[config.mk]
export PLATFORM = sky130hd
export DESIGN_NAME = tpu_mac_array
export DESIGN_NICKNAME = d
export VERILOG_FILES = /design/src/rtl/tpu_pkg.sv /design/src/rtl/tpu_lane_mul.sv /design/src/rtl/tpu_mac_array.sv
export SDC_FILE = /design/constraint.sdc
export NUM_CORES = 1
export LEC_CHECK = 0
export ABC_CLOCK_PERIOD_IN_PS = 8400
export CAP_MARGIN = 20
export CORE_MARGIN = 3
export CORE_UTILIZATION = 41
export DETAILED_ROUTE_END_ITERATION = 10
export GPL_TIMING_DRIVEN = 0
export SETUP_SLACK_MARGIN = 0.15
export SYNTH_ARGS = -nofsm -noshare
export SYNTH_HDL_FRONTEND = slang
export SYNTH_HIERARCHICAL = 1
export SYNTH_SLANG_ARGS = --single-unit
[constraint.sdc]
create_clock -name clk -period 8.4 [get_ports clk]
set_input_delay 1.26 -clock clk [delete_from_list [all_inputs] [get_ports clk]]
set_output_delay 1.26 -clock clk [all_outputs]
set_load 0.03 [all_outputs]
[src/rtl/tpu_pkg.sv]
// Shared definitions for the TPU multiply-accumulate array.
//   state_t    : job FSM encoding (IDLE / ACCUM / DONE)
//   sat_t      : saturation verdict for one accumulate step
//   lane_sum_w : width that holds the sum of LANES full-width products
//   sat_check  : classifies an ACC_W+1 bit sum against the ACC_W range
package tpu_pkg;

    typedef enum logic [1:0] {
        IDLE  = 2'd0,
        ACCUM = 2'd1,
        DONE  = 2'd2
    } state_t;

    typedef enum logic [1:0] {
        SAT_NONE = 2'd0,
        SAT_HI   = 2'd1,
        SAT_LO   = 2'd2
    } sat_t;

    function automatic int lane_sum_w(input int data_w, input int lanes);
        return 2 * data_w + $clog2(lanes);
    endfunction

    // The sum is one bit wider than the accumulator. Unsigned: the extra
    // bit is a carry out. Signed: the two top bits disagree only when the
    // result left the representable range, and the top bit gives the side.
    function automatic sat_t sat_check(input logic is_signed,
                                       input logic msb,
                                       input logic msb_m1);
        if (!is_signed)
            return msb ? SAT_HI : SAT_NONE;
        if (msb == msb_m1)
            return SAT_NONE;
        return msb ? SAT_LO : SAT_HI;
    endfunction

endpackage

[src/rtl/tpu_lane_mul.sv]
// One lane of the MAC array: registered DATA_W x DATA_W multiplier.
// Operands are captured on an accepted beat, the product is registered on
// the following edge. flush drops everything in flight.
//   clk, reset  : clock, synchronous active-high reset
//   is_signed   : 1 = two's-complement operands
//   valid       : operand beat accepted this cycle
//   flush       : discard in-flight operands/product
//   a, b        : lane operands
//   prod        : registered 2*DATA_W product
//   prod_valid  : prod holds a live product
module tpu_lane_mul #(
    parameter int DATA_W = 8
) (
    input  logic                clk,
    input  logic                reset,
    input  logic                is_signed,
    input  logic                valid,
    input  logic                flush,
    input  logic [DATA_W-1:0]   a,
    input  logic [DATA_W-1:0]   b,
    output logic [2*DATA_W-1:0] prod,
    output logic                prod_valid
);

    logic [DATA_W-1:0]   a_q, b_q;
    logic                op_valid;
    logic [2*DATA_W-1:0] a_ext, b_ext;

    // Extending both operands to the product width makes the low 2*DATA_W
    // bits of a plain multiply correct for either signedness.
    always_comb begin
        a_ext = {{DATA_W{1'b0}}, a_q};
        b_ext = {{DATA_W{1'b0}}, b_q};
        if (is_signed) begin
            a_ext = {{DATA_W{a_q[DATA_W-1]}}, a_q};
            b_ext = {{DATA_W{b_q[DATA_W-1]}}, b_q};
        end
    end

    // NOTE: sequential state uses non-blocking assignments so every register
    // samples the pre-edge value of its neighbours.
    always_ff @(posedge clk) begin
        if (reset) begin
            op_valid   <= 1'b0;
            prod_valid <= 1'b0;
        end else begin
            op_valid   <= valid & ~flush;
            prod_valid <= op_valid & ~flush;
        end
    end

    // NOTE: data registers are not reset; the valid bits alone decide whether
    // their contents are ever consumed.
    always_ff @(posedge clk) begin
        if (valid) begin
            a_q <= a;
            b_q <= b;
        end
        if (op_valid)
            prod <= a_ext * b_ext;
    end

endmodule

[src/rtl/tpu_mac_array.sv]
// Parametrised multiply-accumulate array. Each accepted beat carries LANES
// operand pairs; their dot product is summed into a saturating ACC_W-bit
// accumulator, readable one half at a time.
//   clk, reset    : clock, synchronous active-high reset
//   sync          : start of job; clears accumulator/error, latches mode
//   signed_mode   : operand signedness, sampled with sync
//   in_valid      : operand beat valid
//   in_last       : final beat of the job
//   input1/input2 : packed operands, lane i at [i*DATA_W +: DATA_W]
//   out_HL        : 0 = low half, 1 = high half of the accumulator
//   ready         : job result valid (DONE)
//   error         : sticky overflow flag
//   out           : selected accumulator half
module tpu_mac_array
    import tpu_pkg::*;
#(
    parameter int DATA_W = 8,
    parameter int LANES  = 4,
    parameter int ACC_W  = 32
) (
    input  logic                    clk,
    input  logic                    reset,
    input  logic                    sync,
    input  logic                    signed_mode,
    input  logic                    in_valid,
    input  logic                    in_last,
    input  logic [LANES*DATA_W-1:0] input1,
    input  logic [LANES*DATA_W-1:0] input2,
    input  logic                    out_HL,
    output logic                    ready,
    output logic                    error,
    output logic [ACC_W/2-1:0]      out
);

    localparam int OUT_W = ACC_W / 2;
    localparam int SUM_W = lane_sum_w(DATA_W, LANES);

    state_t              state, state_next;
    logic [ACC_W-1:0]    acc, acc_next;
    logic                err_next;
    logic                mode_q;
    logic                closing, closing_next;
    logic                last_s1, last_s2;
    logic                accept, beat_valid;
    logic [2*DATA_W-1:0] prod [LANES];
    logic [LANES-1:0]    prod_vld;
    logic [SUM_W-1:0]    lane_sum;
    logic [ACC_W:0]      acc_ext, sum_ext, total;
    logic [ACC_W-1:0]    hi_bound, lo_bound;
    sat_t                sat;

    // Once the last beat is taken the job is closing: nothing more enters.
    assign accept     = (state == ACCUM) && !closing && in_valid && !sync;
    assign beat_valid = &prod_vld;

    for (genvar i = 0; i < LANES; i++) begin : g_lane
        tpu_lane_mul #(.DATA_W(DATA_W)) u_mul (
            .clk        (clk),
            .reset      (reset),
            .is_signed  (mode_q),
            .valid      (accept),
            .flush      (sync),
            .a          (input1[i*DATA_W +: DATA_W]),
            .b          (input2[i*DATA_W +: DATA_W]),
            .prod       (prod[i]),
            .prod_valid (prod_vld[i])
        );
    end

    // NOTE: combinational blocks use blocking assignments and give every
    // output a default first, so no path can infer a latch.
    always_comb begin
        lane_sum = '0;
        for (int i = 0; i < LANES; i++) begin
            if (mode_q)
                lane_sum = lane_sum + SUM_W'($signed(prod[i]));
            else
                lane_sum = lane_sum + SUM_W'(prod[i]);
        end
    end

    always_comb begin
        if (mode_q) begin
            acc_ext  = {acc[ACC_W-1], acc};
            sum_ext  = (ACC_W+1)'($signed(lane_sum));
            hi_bound = {1'b0, {(ACC_W-1){1'b1}}};
        end else begin
            acc_ext  = {1'b0, acc};
            sum_ext  = (ACC_W+1)'(lane_sum);
            hi_bound = '1;
        end
        lo_bound = {1'b1, {(ACC_W-1){1'b0}}};
        total    = acc_ext + sum_ext;
        sat      = sat_check(mode_q, total[ACC_W], total[ACC_W-1]);
    end

    always_comb begin
        state_next   = state;
        acc_next     = acc;
        err_next     = error;
        closing_next = closing;
        if (sync) begin
            state_next   = ACCUM;
            acc_next     = '0;
            err_next     = 1'b0;
            closing_next = 1'b0;
        end else begin
            if (accept && in_last)
                closing_next = 1'b1;
            if (state == ACCUM && beat_valid) begin
                // After an overflow the saturated value stays put.
                if (!error) begin
                    case (sat)
                        SAT_HI: begin
                            acc_next = hi_bound;
                            err_next = 1'b1;
                        end
                        SAT_LO: begin
                            acc_next = lo_bound;
                            err_next = 1'b1;
                        end
                        default: acc_next = total[ACC_W-1:0];
                    endcase
                end
                if (last_s2)
                    state_next = DONE;
            end
        end
    end

    always_ff @(posedge clk) begin
        if (reset) begin
            state   <= IDLE;
            acc     <= '0;
            error   <= 1'b0;
            mode_q  <= 1'b0;
            closing <= 1'b0;
            last_s1 <= 1'b0;
            last_s2 <= 1'b0;
        end else begin
            state   <= state_next;
            acc     <= acc_next;
            error   <= err_next;
            closing <= closing_next;
            if (sync)
                mode_q <= signed_mode;
            // The last flag travels alongside the lane valid bits.
            last_s1 <= accept & in_last;
            last_s2 <= last_s1 & ~sync;
        end
    end

    assign ready = (state == DONE);
    assign out   = out_HL ? acc[ACC_W-1:OUT_W] : acc[OUT_W-1:0];

endmodule

==> out/qor.yml <==
routing:
  routed_wl_mm: 55.2
  drc: 0
  postRouteAntennaNets: 0
  via_count: 17500
  wire_per_inst_um: 15.9
  drt-initial-drc-count: 824
  first_pass_iters: 5
  vias_per_cell: 5.03
power:
  p_comb_frac: 0.515
  p_int_uw: 2310
  seq_power_share: 0.271
  power.total_uw: 3780
  leakagePower_uw: 0.0127
  switching_share: 0.391
  p_per_area_nw_per_um2: 138
  p_clk_frac: 0.213
  p_sw_uw: 1480
  ir_worst_vdd_mv: 0.172
sta:
  fmax_mhz: 127
  finalWorstSetupSlack_ns: 0.555
  setup_violations: 0
  fin_crit_sh: 0.934
  maxSlewHeadroom: 0.423
  fin_skew_ns: 0.0134
  finalHoldViolations: 0
  worst_pin_slew_ns: 0.866
  rsz0062_at_grt: "false"
  drv_slew: 0
  min_period_ns: 7.85
clocking:
  path_clk_slew_ns: 0.07
  cts_buffer_depth: 2
  clock_latency_ns: 0.49
  cts_tree: "yes"
  cts.sinks: 175
  cts_buffers: 17
  htree_levels: 4
  ctsRootBufferMaster: "clkbuf_16"
setup_path:
  worst_setup_path_start_kind: "register"
  crit_type: "reg -> reg"
  cpPeakStageDelay_ns: 0.45
  worst_setup_path_end_kind: "register"
  crit_arrival_ns: 8.22
  required_ns: 8.78
  rrSetupSlack_ns: 0.55
  worst_path_max_delay_cell: "edfxtp_1"
  cpMostUsedCell: "a21o_1"
  critPathMaxFanout: 10
synth:
  synth_top_area_frac: 0.230
  synth_edf_count: 128
  ys_warn_count: 6
  synth.largest_area_cell: "fa_1"
  ys_async_sr_fraction: 0
  netlist_area_um2: 24400
  synthCells: 2554
  yosys.cell_types.count: 92
  syn_nets: 3207
  ys_top_cells_by_area: "fa_1 23%, edfxtp_1 16%, ha_1 15%, inv_1 7.3%, and2_1 6.3%"
  synth-seq-cells: 175
  yosysSeqAreaShare: 0.196
  syn_avg_cell_area_um2: 9.55
  yosys_most_used_dff: "edfxtp_1"
  post-synth-top-count-cell: "inv_1"
  synth_commonest_cells: "476 x inv_1, 302 x ha_1, 280 x fa_1"
placed_design:
  place_congestion: 0.853
  portBuffers: 87
  place_area_um2: 26300
  place_ws_ns: -0.684
  dp_hpwl_mm: 45.1
grt:
  grt_pass1_wl_mm: 92.5
  overflow: 0
  grt_pass1_vias: 18400
  grt_max_degree: 30
  antenna_found_initial: 0
  grt_usage: 0.182
die:
  die_area_um2: 62400
  die_x_um: 250
  rows: 88
  die_y_um: 250
  io_pins: 89
  fp.coreArea_um2: 58200
  start_util: 0.419
hold_path:
  min-delay-path-class: "reg -> reg"
job:
  maxCapViolations: 0
outcome:
  outcome: "finished clean"
cells_and_area:
  postLayoutCellArea_um2: 27500
  nets: 3350
  ff_latch_area_um2: 4790
  n_antenna_cell: 0
  fill_cells: 5527
  multiInputGateArea_um2: 17800
  area_growth_syn_to_layout_pct: 12.6
  drive_gt1_frac: 0.0734
-- critical path: cells and delay by family, from the launching register on --
family / cells / cell delay [ns]
compound gates: 19 / 3.20
xor+xnor: 5 / 0.84
fa+ha+maj: 6 / 1.58
buf+inv: 1 / 0.20
flops: 1 / 0.45
mux: 1 / 0.34
simple gates: 8 / 1.09
-- layer usage --
layer  track usage  wire length (um)
met5             0                 0
met4        0.0506              1140
met3        0.0250              1540
met2         0.308             26600
met1         0.244             25900
-- state kept, by name, indices dropped and copies added (netlist names), 2 cells and up --
name and cells:
state 2, g_lane.u_mul/op_valid 4, g_lane.u_mul/prod_valid 4, acc 32
g_lane.u_mul/prod 64, g_lane.u_mul/a_q 32, g_lane.u_mul/b_q 32
-- timing repair --
action	CTS	global route
hold endpoints to repair	0	0
hold buffers	0	0
buffers inserted	9	23
pin swaps	3	32
setup endpoints to repair	33	33
resized for setup	17	56
-- layout by cell type (no fill, tap or decap), types with 17 or more instances in the layout --
cell             count
a21o_1              39
a21oi_1            113
and2_1             243
buf_4               35
clkbuf_1            49
clkbuf_16           18
clkdlybuf4s50_1     87
dfxtp_1             46
edfxtp_1           128
fa_1               279
ha_1               288
inv_1              475
nand2_1            106
nand2b_1            29
nand3_1             19
nor2_1             103
nor3_1              20
o21a_1              22
o21ai_0             76
o21ai_1             17
or3_1               17
xnor2_1            157
xor2_1              41
-- stage by stage --
step           hold WS (ns)  instances  TNS, ns   util
6_report              0.427       3475        0  0.471
3_5_place_dp          0.420       3411   -19.54  0.451
4_1_cts               0.428       3452        0  0.464
3_3_place_gp          0.415       3406   -30.76  0.450
5_1_grt               0.452       3475        0  0.471
2_1_floorplan         0.406       2554        0      -
-- power groups by stage --
stage | Sequential, uW | Clock [uW] | Combinational (uW)
CTS | 1030 | 846 | 1910
global route | 1030 | 879 | 2230
global placement | 1050 | 0 | 1830
finish | 1030 | 807 | 1950
floorplan | 1040 | 0 | 1440
detailed placement | 1050 | 0 | 1880
-- worst paths after layout --
| kind | end | startpoint | depth (start not counted) |
|---|---|---|---|
| worst min register to register | last_s2$_SDFF_PP0_ | last_s1$_SDFF_PP0_ | 1 |
| worst max register to register | acc[8]$_SDFFE_PP0P_ | g_lane[0].u_mul/prod[0]$_DFFE_PP_ | 40 |
| worst max-delay path | acc[8]$_SDFFE_PP0P_ | g_lane[0].u_mul/prod[0]$_DFFE_PP_ | 40 |
| worst min-delay path | last_s2$_SDFF_PP0_ | last_s1$_SDFF_PP0_ | 1 |
-- final cells by class --
type | count | area share
Clock buffer | 21 | 0.0172
Inverter | 482 | 0.0662
Tap cell | 765 | 0.0349
Multi-Input combinational cell | 1833 | 0.649
Timing Repair Buffer | 124 | 0.0428
Sequential cell | 175 | 0.174
Buffer | 64 | 0.0118
Clock inverter | 11 | 0.00374
-- kinds of logic (layout without fill, tap and decap cells) --
group | Yosys count | in the layout | share of synthesized area
simple gates | 629 | 629 | 0.142
fa+ha+maj | 582 | 582 | 0.385
buf+inv | 546 | 702 | 0.0871
compound gates | 398 | 398 | 0.105
xor+xnor | 206 | 206 | 0.0766
flops | 175 | 175 | 0.196
mux | 18 | 18 | 0.00872
No activity file was read; power rests on OpenSTA's default activity.
